File: src/rtl/xibus_xcvr_seq.sv
// Local-bus transceiver sequencer: arbitrates slave register/ROM accesses and card-initiated master cycles.
// Latency: every output is registered; an input sampled at one edge shows its effect after the next edge.
// Backpressure: MACK paces the master data phase (bounded by TMO); MREQ while a master cycle is pending/busy is dropped.
module xibus_xcvr_seq #(
    parameter int NREG  = 4,
    parameter int NLANE = 4,
    parameter int TURN  = 1,
    parameter int TMO   = 255
) (
    input  logic                    clk,
    input  logic                    resetl,
    input  logic                    slave,
    input  logic                    tm1l,
    input  logic                    romsel,
    input  logic [$clog2(NREG)-1:0] rega,
    input  logic [NLANE-1:0]        lanen,
    input  logic                    mreq,
    input  logic                    mwrite,
    input  logic                    mack,
    output logic                    gba,
    output logic [NLANE-1:0]        gab,
    output logic [NREG-1:0]         rclk,
    output logic [NREG-1:0]         roe,
    output logic                    adrcy,
    output logic                    dtacy,
    output logic                    mbusy,
    output logic                    mdone,
    output logic                    mtmo
);

    localparam int RW = $clog2(NREG);
    localparam int MW = $clog2(TMO + 1);
    localparam logic [MW-1:0] MCNT_LAST = MW'(TMO - 1);
    localparam logic [2:0]    TCNT_LAST = 3'(TURN - 1);

    typedef enum logic [2:0] {
        ST_IDLE,
        ST_S_RD,
        ST_S_WR,
        ST_M_ADDR,
        ST_M_DATA,
        ST_TURN
    } state_t;

    state_t           state_q, state_d;
    logic [NLANE-1:0] lanen_q;
    logic [RW-1:0]    rega_q;
    logic             rom_q;
    logic             first_q;
    logic [MW-1:0]    mcnt_q;
    logic [2:0]       tcnt_q;
    logic             pend_q;
    logic             mbsy_q;
    logic             mwr_q;
    logic             ack_q;
    logic             ackrd_q;
    logic             tmo_q;

    logic enter_slave;
    logic start_m;
    logic take_mreq;
    logic m_done;

    assign enter_slave = (state_q == ST_IDLE) && slave;
    assign start_m     = (state_q == ST_IDLE) && !slave && pend_q;
    assign take_mreq   = mreq && !mbsy_q;
    // Data phase ends on acknowledge or on the last counted cycle; MACK wins a tie.
    assign m_done      = (state_q == ST_M_DATA) && (mack || (mcnt_q == MCNT_LAST));

    always_ff @(posedge clk or negedge resetl) begin
        if (!resetl) begin
            state_q <= ST_IDLE;
        end else begin
            state_q <= state_d;
        end
    end

    always_comb begin
        state_d = state_q;
        case (state_q)
            ST_IDLE: begin
                if (slave) begin
                    state_d = tm1l ? ST_S_WR : ST_S_RD;
                end else if (pend_q) begin
                    state_d = ST_M_ADDR;
                end
            end
            ST_S_RD, ST_S_WR: begin
                if (!slave) begin
                    if (TURN == 0) state_d = ST_IDLE;
                    else           state_d = ST_TURN;
                end
            end
            ST_M_ADDR: state_d = ST_M_DATA;
            ST_M_DATA: begin
                if (m_done) begin
                    if (TURN == 0) state_d = ST_IDLE;
                    else           state_d = ST_TURN;
                end
            end
            ST_TURN: begin
                if (tcnt_q == TCNT_LAST) state_d = ST_IDLE;
            end
            default: state_d = ST_IDLE;
        endcase
    end

    always_ff @(posedge clk or negedge resetl) begin
        if (!resetl) begin
            lanen_q <= '0;
            rega_q  <= '0;
            rom_q   <= 1'b0;
            first_q <= 1'b0;
            mcnt_q  <= '0;
            tcnt_q  <= '0;
            pend_q  <= 1'b0;
            mbsy_q  <= 1'b0;
            mwr_q   <= 1'b0;
            ack_q   <= 1'b0;
            ackrd_q <= 1'b0;
            tmo_q   <= 1'b0;
        end else begin
            lanen_q <= lanen;
            first_q <= enter_slave;
            if (enter_slave) begin
                rega_q <= rega;
                rom_q  <= romsel;
            end
            ack_q   <= m_done && mack;
            ackrd_q <= m_done && mack && !mwr_q;
            tmo_q   <= m_done && !mack;
            if (state_q == ST_M_ADDR) begin
                mcnt_q <= '0;
            end else if ((state_q == ST_M_DATA) && (mcnt_q != '1)) begin
                mcnt_q <= mcnt_q + 1'b1;
            end
            if (state_q == ST_TURN) begin
                tcnt_q <= tcnt_q + 1'b1;
            end else begin
                tcnt_q <= '0;
            end
            // mbsy_q covers both pending and in-flight, so a request is only accepted when fully idle.
            if (take_mreq) begin
                pend_q <= 1'b1;
                mbsy_q <= 1'b1;
                mwr_q  <= mwrite;
            end else begin
                if (start_m) pend_q <= 1'b0;
                if (m_done)  mbsy_q <= 1'b0;
            end
        end
    end

    logic             gba_d;
    logic [NLANE-1:0] gab_d;
    logic [NREG-1:0]  rclk_d;
    logic [NREG-1:0]  roe_d;
    logic             adrcy_d;
    logic             dtacy_d;

    always_comb begin
        gba_d   = 1'b0;
        gab_d   = '0;
        rclk_d  = '0;
        roe_d   = '0;
        adrcy_d = 1'b0;
        dtacy_d = 1'b0;
        case (state_q)
            ST_S_WR: begin
                gba_d = 1'b1;
                if (first_q && !rom_q) rclk_d[rega_q] = 1'b1;
            end
            ST_S_RD: begin
                // The ROM only drives the top byte lane.
                if (rom_q) begin
                    gab_d[NLANE-1] = lanen_q[NLANE-1];
                end else begin
                    gab_d         = lanen_q;
                    roe_d[rega_q] = 1'b1;
                end
            end
            ST_M_ADDR: begin
                adrcy_d  = 1'b1;
                gab_d    = '1;
                roe_d[0] = 1'b1;
            end
            ST_M_DATA: begin
                dtacy_d = 1'b1;
                if (mwr_q) begin
                    roe_d[1] = 1'b1;
                    gab_d    = lanen_q;
                end else begin
                    gba_d = 1'b1;
                end
            end
            default: ;
        endcase
        if (ackrd_q) rclk_d[1] = 1'b1;
    end

    always_ff @(posedge clk or negedge resetl) begin
        if (!resetl) begin
            gba   <= 1'b0;
            gab   <= '0;
            rclk  <= '0;
            roe   <= '0;
            adrcy <= 1'b0;
            dtacy <= 1'b0;
            mbusy <= 1'b0;
            mdone <= 1'b0;
            mtmo  <= 1'b0;
        end else begin
            gba   <= gba_d;
            gab   <= gab_d;
            rclk  <= rclk_d;
            roe   <= roe_d;
            adrcy <= adrcy_d;
            dtacy <= dtacy_d;
            mbusy <= mbsy_q | ack_q | tmo_q;
            mdone <= ack_q;
            mtmo  <= tmo_q;
        end
    end

endmodule

File: config.mk
export PLATFORM = sky130hd
export DESIGN_NAME = xibus_xcvr_seq
export DESIGN_NICKNAME = d
export VERILOG_FILES = /design/src/rtl/xibus_xcvr_seq.sv
export SDC_FILE = /design/constraint.sdc
export NUM_CORES = 1
export LEC_CHECK = 0
export BUFFER_PORTS_ARGS = -buffer_cell sky130_fd_sc_hd__buf_2
export CAP_MARGIN = 10
export CORE_MARGIN = 2
export CORE_UTILIZATION = 25
export CTS_BUF_LIST = sky130_fd_sc_hd__clkbuf_16
export DETAILED_ROUTE_END_ITERATION = 16
export PLACE_DENSITY = 0.54
export SYNTH_ARGS = -nofsm -noshare
export SYNTH_HDL_FRONTEND = slang
export SYNTH_SLANG_ARGS = --single-unit
File: constraint.sdc
create_clock -name clk -period 3 [get_ports clk]
set_input_delay 0.15 -clock clk [delete_from_list [all_inputs] [get_ports clk]]
set_output_delay 0.15 -clock clk [all_outputs]
set_load 0.02 [all_outputs]
==> out/results.ini <==
[detailed_routing]
wl_met3_um=199
met1_length_um=1610
wl_per_cell_um=11.7
totalWireLength_um=3620
first_iter_violations=34
vias_per_cell=4.34
vias=1344
drc=0
drt_pass1_iterations=4
met2_length_um=1730
highest_layer=met4
ant_nets=0

[clocking]
clock-sinks=46
cts-resized-gates=0
clockBufferDepth=2
numCtsBuffers=5
clkTransAtPathRegs_ns=0.06
cts-root-buf=clkbuf_16
htree_levels=2
clock_latency_ns=0.28
cts_tree=done

[sta]
drv_slew=0
rsz0062_at_grt=no
worst_slack_ns=1.12
clock_skew_ns=0.00235
setup_tns_ns=0
post-route-period-util=0.628
tightestPinTransition_ns=0.995
fmax_mhz=531
max-slew-margin-rel=0.337
timing.final.crit_period_ns=1.88
setup_viol=0
hold_viol=0

[final_layout]
final_net_count=225
fillers=796
postLayoutCoreUtil=0.309
syn2layout_area_growth_pct=21.9
area.sequential_um2=1150
design_area_um2=2350
drive_gt1_frac=0.231
insertedDiodeCount=0
multi_input_area_um2=696

[floorplanning]
num_rows=32
start_util=0.253
coreArea_um2=7610
die_y_um=91.8
die_area_um2=8430
io_pins=32
die_x_um=91.8

[pwr]
p_int_uw=1370
switching_power_uw=746
p_clk_frac=0.241
power_frac_seq=0.454
power.density_nw_per_um2=900
finalPower_uw=2110
power_frac_comb=0.304
switching_share=0.353
p_leak_uw=0.00112
vdd_drop_max_uv=299

[logic_synthesis]
synth_common_cells=46 x dfrtp_1, 20 x nor2_1, 12 x nand2_1
synth_edf_count=0
synthCells=171
synth-seq-area-share=0.597
synth_area_leaders=dfrtp_1 60%, nor2_1 3.9%, mux2_2 2.9%
synth_warnings=0
syn-num-nets=189
synth.distinct_cells=40
synth_top_area_cell=dfrtp_1
syn-cell-area_um2=1930
synth_flop_cell=dfrtp_1
synth_most_common_cell=dfrtp_1
async_reset_ff_frac=1.00
syn_avg_cell_area_um2=11.3
synth_top_area_frac=0.597
ys_seq_elements=46

[grt]
grt_max_degree=47
antenna_found_initial=0
grt_first_pass_wirelength_um=6130
first_global_vias=1315
overflow=0
grt_use_total=0.0938

[placed_design]
place.gp.congestion=0.776
port-buffer-count=31
dpl.hpwl_um=2540
placed_area_um2=2170
dp_slack_ns=1.11

[job]
drv_cap=0

[worst_setup_path]
cp.required_ns=3.20
cp.arrival_ns=2.08
cp_max_fo=17
critPathKind=register to register
worstSetupEndpointType=register
crit_path_start_kind=register
ff2ff_setup_slack_ns=1.12

[worst_hold_path]
hp-class=input pin to asynchronous set/reset pin

[outcome]
outcome=finished, final reports clean

cells in the final DEF (no fill, tap or decap), types with 2 or more instances in the layout:
cell type	instances
a21oi_1	6
a31oi_1	3
and2_1	2
and3_1	4
buf_2	31
clkbuf_16	5
dfrtp_1	46
dlygate4sd3_1	4
ha_1	4
inv_1	11
maj3_1	2
mux2_2	5
mux2i_1	3
nand2_1	12
nand2b_1	3
nand3_1	3
nand4_1	3
nor2_1	20
nor2b_1	2
nor3_1	3
o21ai_0	11
or3_1	2
xnor2_1	3
xor2_1	2
logic make-up after synthesis:
kind of cell	synth area share
simple gates	0.157
flops	0.597
compound gates	0.100
buf+inv	0.0416
mux	0.0448
fa+ha+maj	0.0364
xor+xnor	0.0227
flip-flops by register name (all words and copies together) (netlist names):
name	flops
mcnt_q	8
mbusy	1
gba	1
dtacy	1
roe	4
gab	4
tmo_q	1
mbsy_q	1
pend_q	1
tcnt_q	3
rom_q	1
state_q	3
lanen_q	4
first_q	1
rclk	4
ack_q	1
mtmo	1
adrcy	1
mdone	1
ackrd_q	1
mwr_q	1
rega_q	2
timing repair:
item                                   in CTS  in global routing
hold buffers                                4                  0
endpoints found under the hold margin       4                  0
setup buffers                               0                  0
stage by stage:
| step | hold slack, ns | instances |
|---|---|---|
| final | 0.0382 | 310 |
| after detailed placement | 0.260 | 298 |
| after CTS | 0.0763 | 310 |
| after floorplan | -0.146 | 171 |
| after global placement | 0.261 | 298 |
| after global routing | 0.104 | 310 |
power groups by stage:
stage / Sequential, uW / Clock (uW) / Combinational [uW]
global route: 998 / 553 / 719
global placement: 969 / 0 / 643
floorplan: 991 / 0 / 453
CTS: 962 / 522 / 656
detailed placement: 970 / 0 / 649
finish: 960 / 510 / 643
layer usage:
| metal | track usage | vias up |
|---|---|---|
| met4 | 0.0473 | 0 |
| met5 | 0 | - |
| met2 | 0.149 | 35 |
| li1 | - | 662 |
| met1 | 0.115 | 640 |
| met3 | 0.0288 | 7 |
final cells by class:
class | count | area share
Sequential cell | 46 | 0.490
Inverter | 11 | 0.0176
Clock inverter | 3 | 0.00533
Timing Repair Buffer | 35 | 0.0831
Multi-Input combinational cell | 108 | 0.296
Clock buffer | 5 | 0.0533
Tap cell | 102 | 0.0543
worst paths after layout:
kind / cells past startpoint / start / to
max: 4 / state_q[1] / mcnt_q[7]
min: 1 / resetl / roe[2]
max reg2reg: 4 / state_q[1] / mcnt_q[7]
min reg2reg: 0 / ack_q / mdone
max in group asynchronous: 1 / resetl / state_q[0]
min in group clk: 3 / romsel / rom_q
critical path, stage by stage (launching register included):
cell and delay [ns]:
dfrtp_1 0.55, or3b_1 0.62, nor3_4 0.30, a31oi_1 0.13, a211oi_2 0.20
(Power assumes the default switching activity.)
